**src/rtl/mpc_pkg.sv**
```systemverilog
// Shared definitions for the macro-select configuration controller:
// switch FSM states, register offsets, STATUS bit positions, default base.
package mpc_pkg;

    typedef enum logic [2:0] {
        ST_IDLE    = 3'd0,
        ST_DRAIN   = 3'd1,
        ST_ISOLATE = 3'd2,
        ST_SWITCH  = 3'd3,
        ST_RELEASE = 3'd4
    } mpc_state_e;

    localparam logic [1:0] OFF_CTRL   = 2'd0;
    localparam logic [1:0] OFF_STATUS = 2'd1;

    localparam int STAT_BUSY_BIT      = 8;
    localparam int STAT_RANGE_ERR_BIT = 9;
    localparam int STAT_BUSY_ERR_BIT  = 10;

    localparam logic [31:0] CFG_BASE_DEFAULT = 32'h3000_0000;

endpackage

```
**src/rtl/mpc_cfg_wb_regs.sv**
```systemverilog
// Wishbone classic slave front end: window decode, single-cycle registered
// ack, registered readback, and one-cycle write strobes toward the FSM.
module mpc_cfg_wb_regs
    import mpc_pkg::*;
#(
    parameter int cfg_bits       = 2,
    parameter int WB_data_bits   = 32,
    parameter int WB_addr_bits   = 32,
    parameter int WB_select_bits = 4,
    parameter logic [WB_addr_bits-1:0] CFG_BASE = WB_addr_bits'(CFG_BASE_DEFAULT)
) (
    input  logic                      wb_clk_i,
    input  logic                      wb_rst_ni,
    input  logic                      wbs_stb_i,
    input  logic                      wbs_cyc_i,
    input  logic                      wbs_we_i,
    input  logic [WB_select_bits-1:0] wbs_sel_i,
    input  logic [WB_data_bits-1:0]   wbs_dat_i,
    input  logic [WB_addr_bits-1:0]   wbs_adr_i,
    output logic                      wbs_ack_o,
    output logic [WB_data_bits-1:0]   wbs_dat_o,
    input  logic [cfg_bits-1:0]       pending,
    input  logic [cfg_bits-1:0]       configuration,
    input  logic                      busy,
    input  logic                      range_err,
    input  logic                      busy_err,
    output logic                      ctrl_wr,
    output logic                      status_wr,
    output logic [WB_data_bits-1:0]   wr_data
);

    logic                    hit;
    logic                    take;
    logic                    ack_done;
    logic [1:0]              offset;
    logic [WB_data_bits-1:0] rd_data;
    logic                    unused_bits;

    assign offset = wbs_adr_i[3:2];
    assign hit    = wbs_cyc_i & wbs_stb_i &
                    (wbs_adr_i[WB_addr_bits-1:4] == CFG_BASE[WB_addr_bits-1:4]);
    // A strobe is taken once; ack_done blocks a second ack while it stays up.
    assign take      = hit & ~wbs_ack_o & ~ack_done;
    assign ctrl_wr   = take & wbs_we_i & (offset == OFF_CTRL) & wbs_sel_i[0];
    assign status_wr = take & wbs_we_i & (offset == OFF_STATUS);
    assign wr_data   = wbs_dat_i;

    assign unused_bits = ^{wbs_adr_i[1:0], wbs_sel_i};

    // Readback mux; reserved offsets read as zero.
    always_comb begin
        rd_data = '0;
        if (offset == OFF_CTRL) begin
            rd_data[cfg_bits-1:0] = pending;
        end else if (offset == OFF_STATUS) begin
            rd_data[cfg_bits-1:0]        = configuration;
            rd_data[STAT_BUSY_BIT]       = busy;
            rd_data[STAT_RANGE_ERR_BIT]  = range_err;
            rd_data[STAT_BUSY_ERR_BIT]   = busy_err;
        end
    end

    // Registered ack and read data; data is zero whenever ack is low.
    always_ff @(posedge wb_clk_i or negedge wb_rst_ni) begin
        if (!wb_rst_ni) begin
            wbs_ack_o <= 1'b0;
            ack_done  <= 1'b0;
            wbs_dat_o <= '0;
        end else begin
            wbs_ack_o <= take;
            ack_done  <= hit & (ack_done | wbs_ack_o);
            wbs_dat_o <= (take & ~wbs_we_i) ? rd_data : '0;
        end
    end

endmodule

```
**src/rtl/mpc_cfg_ctrl.sv**
```systemverilog
// Macro-select controller: drains the bus, isolates IO, holds the outgoing
// macro in reset, swaps the select, then holds the incoming macro in reset.
module mpc_cfg_ctrl
    import mpc_pkg::*;
#(
    parameter int user_macros    = 4,
    parameter int cfg_bits       = (user_macros > 1) ? $clog2(user_macros) : 1,
    parameter int WB_data_bits   = 32,
    parameter int WB_addr_bits   = 32,
    parameter int WB_select_bits = 4,
    parameter logic [WB_addr_bits-1:0] CFG_BASE = WB_addr_bits'(CFG_BASE_DEFAULT),
    parameter int GUARD_CYCLES   = 4
) (
    input  logic                      wb_clk_i,
    input  logic                      wb_rst_ni,
    input  logic                      wbs_stb_i,
    input  logic                      wbs_cyc_i,
    input  logic                      wbs_we_i,
    input  logic [WB_select_bits-1:0] wbs_sel_i,
    input  logic [WB_data_bits-1:0]   wbs_dat_i,
    input  logic [WB_addr_bits-1:0]   wbs_adr_i,
    output logic                      wbs_ack_o,
    output logic [WB_data_bits-1:0]   wbs_dat_o,
    output logic [cfg_bits-1:0]       configuration,
    output logic                      io_isolate_o,
    output logic [user_macros-1:0]    macro_rst_no,
    output logic                      switch_busy_o
);

    localparam int CNT_W = (GUARD_CYCLES > 1) ? $clog2(GUARD_CYCLES) : 1;

    mpc_state_e              state, state_nx;
    logic [CNT_W-1:0]        cnt, cnt_nx;
    logic [cfg_bits-1:0]     pending, pend_nx, cfg_nx;
    logic                    range_err, rerr_nx;
    logic                    busy_err, berr_nx;
    logic                    term;
    logic                    ctrl_wr, status_wr;
    logic [WB_data_bits-1:0] wr_data;
    logic                    iso_nx;
    logic [user_macros-1:0]  mrst_nx;

    // Active-low reset vector with only the selected macro held in reset.
    function automatic logic [user_macros-1:0] rst_mask(input logic [cfg_bits-1:0] idx);
        logic [user_macros-1:0] m;
        for (int i = 0; i < user_macros; i++) begin
            m[i] = (idx != cfg_bits'(i));
        end
        return m;
    endfunction

    mpc_cfg_wb_regs #(
        .cfg_bits       (cfg_bits),
        .WB_data_bits   (WB_data_bits),
        .WB_addr_bits   (WB_addr_bits),
        .WB_select_bits (WB_select_bits),
        .CFG_BASE       (CFG_BASE)
    ) u_regs (
        .wb_clk_i      (wb_clk_i),
        .wb_rst_ni     (wb_rst_ni),
        .wbs_stb_i     (wbs_stb_i),
        .wbs_cyc_i     (wbs_cyc_i),
        .wbs_we_i      (wbs_we_i),
        .wbs_sel_i     (wbs_sel_i),
        .wbs_dat_i     (wbs_dat_i),
        .wbs_adr_i     (wbs_adr_i),
        .wbs_ack_o     (wbs_ack_o),
        .wbs_dat_o     (wbs_dat_o),
        .pending       (pending),
        .configuration (configuration),
        .busy          (switch_busy_o),
        .range_err     (range_err),
        .busy_err      (busy_err),
        .ctrl_wr       (ctrl_wr),
        .status_wr     (status_wr),
        .wr_data       (wr_data)
    );

    assign term          = (cnt == CNT_W'(GUARD_CYCLES - 1));
    assign switch_busy_o = (state != ST_IDLE);

    // Next state: timer-driven transitions first, then the register write
    // is judged against the post-transition state.
    always_comb begin
        state_nx = state;
        cnt_nx   = cnt;
        cfg_nx   = configuration;
        pend_nx  = pending;
        rerr_nx  = range_err;
        berr_nx  = busy_err;
        case (state)
            ST_DRAIN: begin
                if (!wbs_cyc_i) begin
                    state_nx = ST_ISOLATE;
                    cnt_nx   = '0;
                end
            end
            ST_ISOLATE: begin
                if (term) begin
                    state_nx = ST_SWITCH;
                    cnt_nx   = '0;
                end else begin
                    cnt_nx = cnt + CNT_W'(1);
                end
            end
            ST_SWITCH: begin
                cfg_nx   = pending;
                state_nx = ST_RELEASE;
                cnt_nx   = '0;
            end
            ST_RELEASE: begin
                if (term) begin
                    state_nx = ST_IDLE;
                    cnt_nx   = '0;
                end else begin
                    cnt_nx = cnt + CNT_W'(1);
                end
            end
            default: ;
        endcase
        if (status_wr) begin
            if (wr_data[STAT_RANGE_ERR_BIT]) rerr_nx = 1'b0;
            if (wr_data[STAT_BUSY_ERR_BIT])  berr_nx = 1'b0;
        end
        if (ctrl_wr) begin
            if (state_nx != ST_IDLE) begin
                berr_nx = 1'b1;
            end else if (wr_data >= WB_data_bits'(user_macros)) begin
                rerr_nx = 1'b1;
            end else if (wr_data != WB_data_bits'(cfg_nx)) begin
                pend_nx  = wr_data[cfg_bits-1:0];
                state_nx = ST_DRAIN;
                cnt_nx   = '0;
            end
        end
        iso_nx  = (state_nx == ST_ISOLATE) || (state_nx == ST_SWITCH) ||
                  (state_nx == ST_RELEASE);
        mrst_nx = ((state_nx == ST_ISOLATE) || (state_nx == ST_RELEASE)) ?
                  rst_mask(cfg_nx) : '1;
    end

    // FSM state, guard counter, select registers and registered sideband outputs.
    always_ff @(posedge wb_clk_i or negedge wb_rst_ni) begin
        if (!wb_rst_ni) begin
            state         <= ST_IDLE;
            cnt           <= '0;
            configuration <= '0;
            pending       <= '0;
            range_err     <= 1'b0;
            busy_err      <= 1'b0;
            io_isolate_o  <= 1'b0;
            macro_rst_no  <= '1;
        end else begin
            state         <= state_nx;
            cnt           <= cnt_nx;
            configuration <= cfg_nx;
            pending       <= pend_nx;
            range_err     <= rerr_nx;
            busy_err      <= berr_nx;
            io_isolate_o  <= iso_nx;
            macro_rst_no  <= mrst_nx;
        end
    end

endmodule

```
**config.mk**
```make
export PLATFORM = sky130hd
export DESIGN_NAME = mpc_cfg_ctrl
export DESIGN_NICKNAME = d
export VERILOG_FILES = /design/src/rtl/mpc_pkg.sv /design/src/rtl/mpc_cfg_wb_regs.sv /design/src/rtl/mpc_cfg_ctrl.sv
export SDC_FILE = /design/constraint.sdc
export NUM_CORES = 1
export LEC_CHECK = 0
export CORE_MARGIN = 5
export CORE_UTILIZATION = 30
export CTS_BUF_LIST = sky130_fd_sc_hd__clkbuf_4 sky130_fd_sc_hd__clkbuf_8
export DETAILED_ROUTE_END_ITERATION = 8
export PLACE_DENSITY = 0.82
export SYNTH_ARGS = -nofsm -noshare
export SYNTH_HDL_FRONTEND = slang
export SYNTH_SLANG_ARGS = --single-unit
```
**constraint.sdc**
```tcl
create_clock -name wb_clk_i -period 2.3 [get_ports wb_clk_i]
set_clock_uncertainty 0.05 [all_clocks]
set_input_delay 0.69 -clock wb_clk_i [delete_from_list [all_inputs] [get_ports wb_clk_i]]
set_output_delay 0.69 -clock wb_clk_i [all_outputs]
set_load 0.02 [all_outputs]
```
==> metrics.md <==
| Metric | Value |
|---|---|
| Vias in the first global route | 1350 |
| Final hold slack | roughly 450 ps |
| Die Y-Extent | 79.62 um |
| First-pass GRT wire length | just over 6 mm |
| Hold Path Depth | 2 |
| First DRT Iteration DRCs | 58 |
| Outcome | finished clean |
| Hold Buf Count CTS | 0 |
| Drt drc | 0 |
| Placed cells | 305 |
| Total power | roughly 0.84 mW |
| Max stage delay on crit path | roughly 400 ps |
| Highest Clock Rate | 0.4477 GHz |
| Ys async rst share | 100.0% |
| Routed via count | 1394 |
| Yosys Warn Count | 0 |
| Synth cell types | 39 |
| CP Launch Type | input port |
| Slew Limit Fails | 0 |
| Worst reg2reg path depth | 6 |
| DPL Wire Length | between 3 and 4 mm |
| Number of diodes | 0 |
| Static Leak | ~1.2 nW |
| Synthesized instance count | 150 |
| Starting Density | ~30% |
| Worst EP required | 2390 ps |
| Slowest-stage cell, CP | nor4_4 |
| Hold/Removal Path Class | reg -> reg |
| Gr usage total | approximately an eighth |
| Core area | around 0.0047 sq mm |
| Crit path time final | ~2200 ps |
| DR pass1 iterations | 4 |
| CP Cell Sequence | dlygate4sd2_1 > nor4b_4 > nand4_1 > nor4_4 > o2111ai_4 > mux2_4 |
| Share of cells above drive strength 1 | around a fifth |
| Final net count | 330 |
| Predominant post-synthesis flop cell | dfrtp_1 |
| VDD IR max | ~0.19 mV |
| Remaining Overflow, GRT | 0 |
| Unrepaired setup endpoints after global routing | no |
| Highest-count cells in the layout ignoring fill and taps | clkdlybuf4s50_1, conb_1, buf_4 |
| Routed WL | 3.948 mm |
| Final Hold Viols | 0 |
| Vias/cell | approximately 4.3 |
| Root Buffer | clkbuf_8 |
| Initial antenna violation count | 0 |
| Buffers on Ports | 81 |
| Wire length per cell | between 10 and 15 um |
| DIE AREA | 0.006339 sq mm |
| H-tree levels | 1 |
| Critical Path End Type | flop |
| Register area share after synthesis | 39.93% |
| FP Rows | 25 |
| Setup CP Type | in -> reg |
| Fin crit share | around 97% |
| Avg Synthesized Cell Area | 9.693 sq um |
| Most common library cell in the layout ignoring fill and taps | clkdlybuf4s50_1 |
| Endpoints failing setup | 0 |
| Post-Syn Area | 0.001454 sq mm |
| Die width | approximately 80 um |
| Largest net degree at the start of global routing | 24 |
| Max Cap Viol | 0 |
| CTS tree | yes |
| Worst-path clk slew | 80 ps |
| CTS Buffer Depth | 2 |
| Power Dens Cells | 338.2 mW/mm^2 |
| Area grow syn2layout | 70.91% |
| Crit-path max FO | 5 |
| Sum Neg Setup Slack | 0 ps |
| Yosys reg bits | 23 |
| Total I/O pin count | 114 |
| Critical Path AT | approximately 2300 ps |
| CTS buffer count | 3 |
| Routability cong. | a little over 0.8 |
| Layout Cells excl Fill | between 300 and 400 |
| Antenna viol nets, final | 0 |
| Post-synth EDFFs | 0 |
| Clock latency on the worst-skew pair | 260 ps |
| Clk sinks | 23 |
==> critical path, delay by kind of cell <==
family	cells	cell delay (ps)
buffers and inverters	1	260
muxes	1	330
and+or+nand+nor	3	830
AOI/OAI and AO/OA	1	220
==> state kept, by name, indices dropped and copies added, names as in the netlist <==
name and cells:
busy_err 1, pending 2, macro_rst_no 4, u_regs.wbs_ack_o 1, u_regs.ack_done 1, range_err 1, configuration 2, io_isolate_o 1
state 3, u_regs.wbs_dat_o 5, cnt 2
==> cells in the mapped netlist (2+ instances only) <==
| cell | instances | area (sq um) |
|---|---|---|
| mux2i_1 | 4 | 40.04 |
| dfrtp_1 | 19 | 475.5 |
| a21oi_1 | 5 | 25.02 |
| mux2_4 | 2 | 30.03 |
| a22oi_1 | 3 | 22.52 |
| o21a_1 | 2 | 15.01 |
| dfstp_2 | 4 | 105.1 |
| nand4_1 | 5 | 31.28 |
| nor2_1 | 13 | 48.80 |
| nor4_1 | 8 | 50.05 |
| clkbuf_1 | 3 | 11.26 |
| buf_4 | 27 | 202.7 |
| xnor2_1 | 2 | 17.52 |
| o21ai_0 | 5 | 25.02 |
| inv_1 | 8 | 30.03 |
| nand3_1 | 2 | 10.01 |
| or3_1 | 3 | 18.77 |
| a22o_1 | 2 | 17.52 |
| nand2_1 | 7 | 26.28 |
| nor2b_1 | 5 | 31.28 |
| nor4_2 | 3 | 37.54 |
==> per-layer routing <==
layer  part of all wire, %  up-vias  track usage, %
li1                      -      692               -
met1                    38      655           14.29
met2                    56       42           21.79
met3                   5.0        5           2.032
met4                   1.3        0           3.608
met5                     0        -               0
==> path summary, 6_finish.rpt <==
check / slack (ps) / to / from
max: 70 / pending[1]$_DFFE_PN0P_ / wbs_adr_i[26]
min: 450 / u_regs.wbs_dat_o[9]$_DFF_PN0_ / range_err$_DFF_PN0_
max reg2reg: 280 / pending[1]$_DFFE_PN0P_ / state[0]$_DFF_PN0_
min reg2reg: 450 / u_regs.wbs_dat_o[9]$_DFF_PN0_ / range_err$_DFF_PN0_
max in group asynchronous: 1190 / macro_rst_no[0]$_DFF_PN1_ / wb_rst_ni
min in group asynchronous: 730 / u_regs.wbs_dat_o[8]$_DFF_PN0_ / wb_rst_ni
==> metrics by stage <==
step	util, %	worst slack (ps)	cell area, sq um
2_1_floorplan	-	66.98	1551
3_3_place_gp	49.06	-367.8	2317
3_5_place_dp	49.06	-382.6	2317
4_1_cts	51.71	5.744	2442
5_1_grt	52.61	7.727	2485
6_report	52.61	66.41	2485
==> final cells by class <==
type / instances / area, sq um
Timing Repair Buffer: 106 / 975.9
Clock buffer: 4 / 48.80
Fill cell: 408 / 2238
Tap cell: 67 / 83.83
Multi-Input combinational cell: 114 / 765.7
Inverter: 8 / 30.03
Sequential cell: 23 / 580.6
==> power by group <==
group | switching [mW] | internal, mW | leakage, nW
sequential | 0.000000000122 | 0.404 | 0.302
clock | 0.122 | 0.135 | 0.0262
combinational | 0.0783 | 0.100 | 0.828
==> what timing repair did <==
item | in CTS | in global routing
pin swaps | 11 | 11
setup endpoints to repair | 6 | 6
gates resized for setup | 28 | 18
setup buffers | 12 | 1
==> logic make-up after synthesis <==
logic type,Yosys count,share of synthesized area (%)
compound gates,22,11.36
other cells,1,0.2579
fa+ha+maj,1,0.8604
simple gates,56,24.44
buf+inv,39,17.13
flops,23,39.93
mux,6,4.819
xor+xnor,2,1.205
Note: power is estimated with default switching activity, not from simulation.
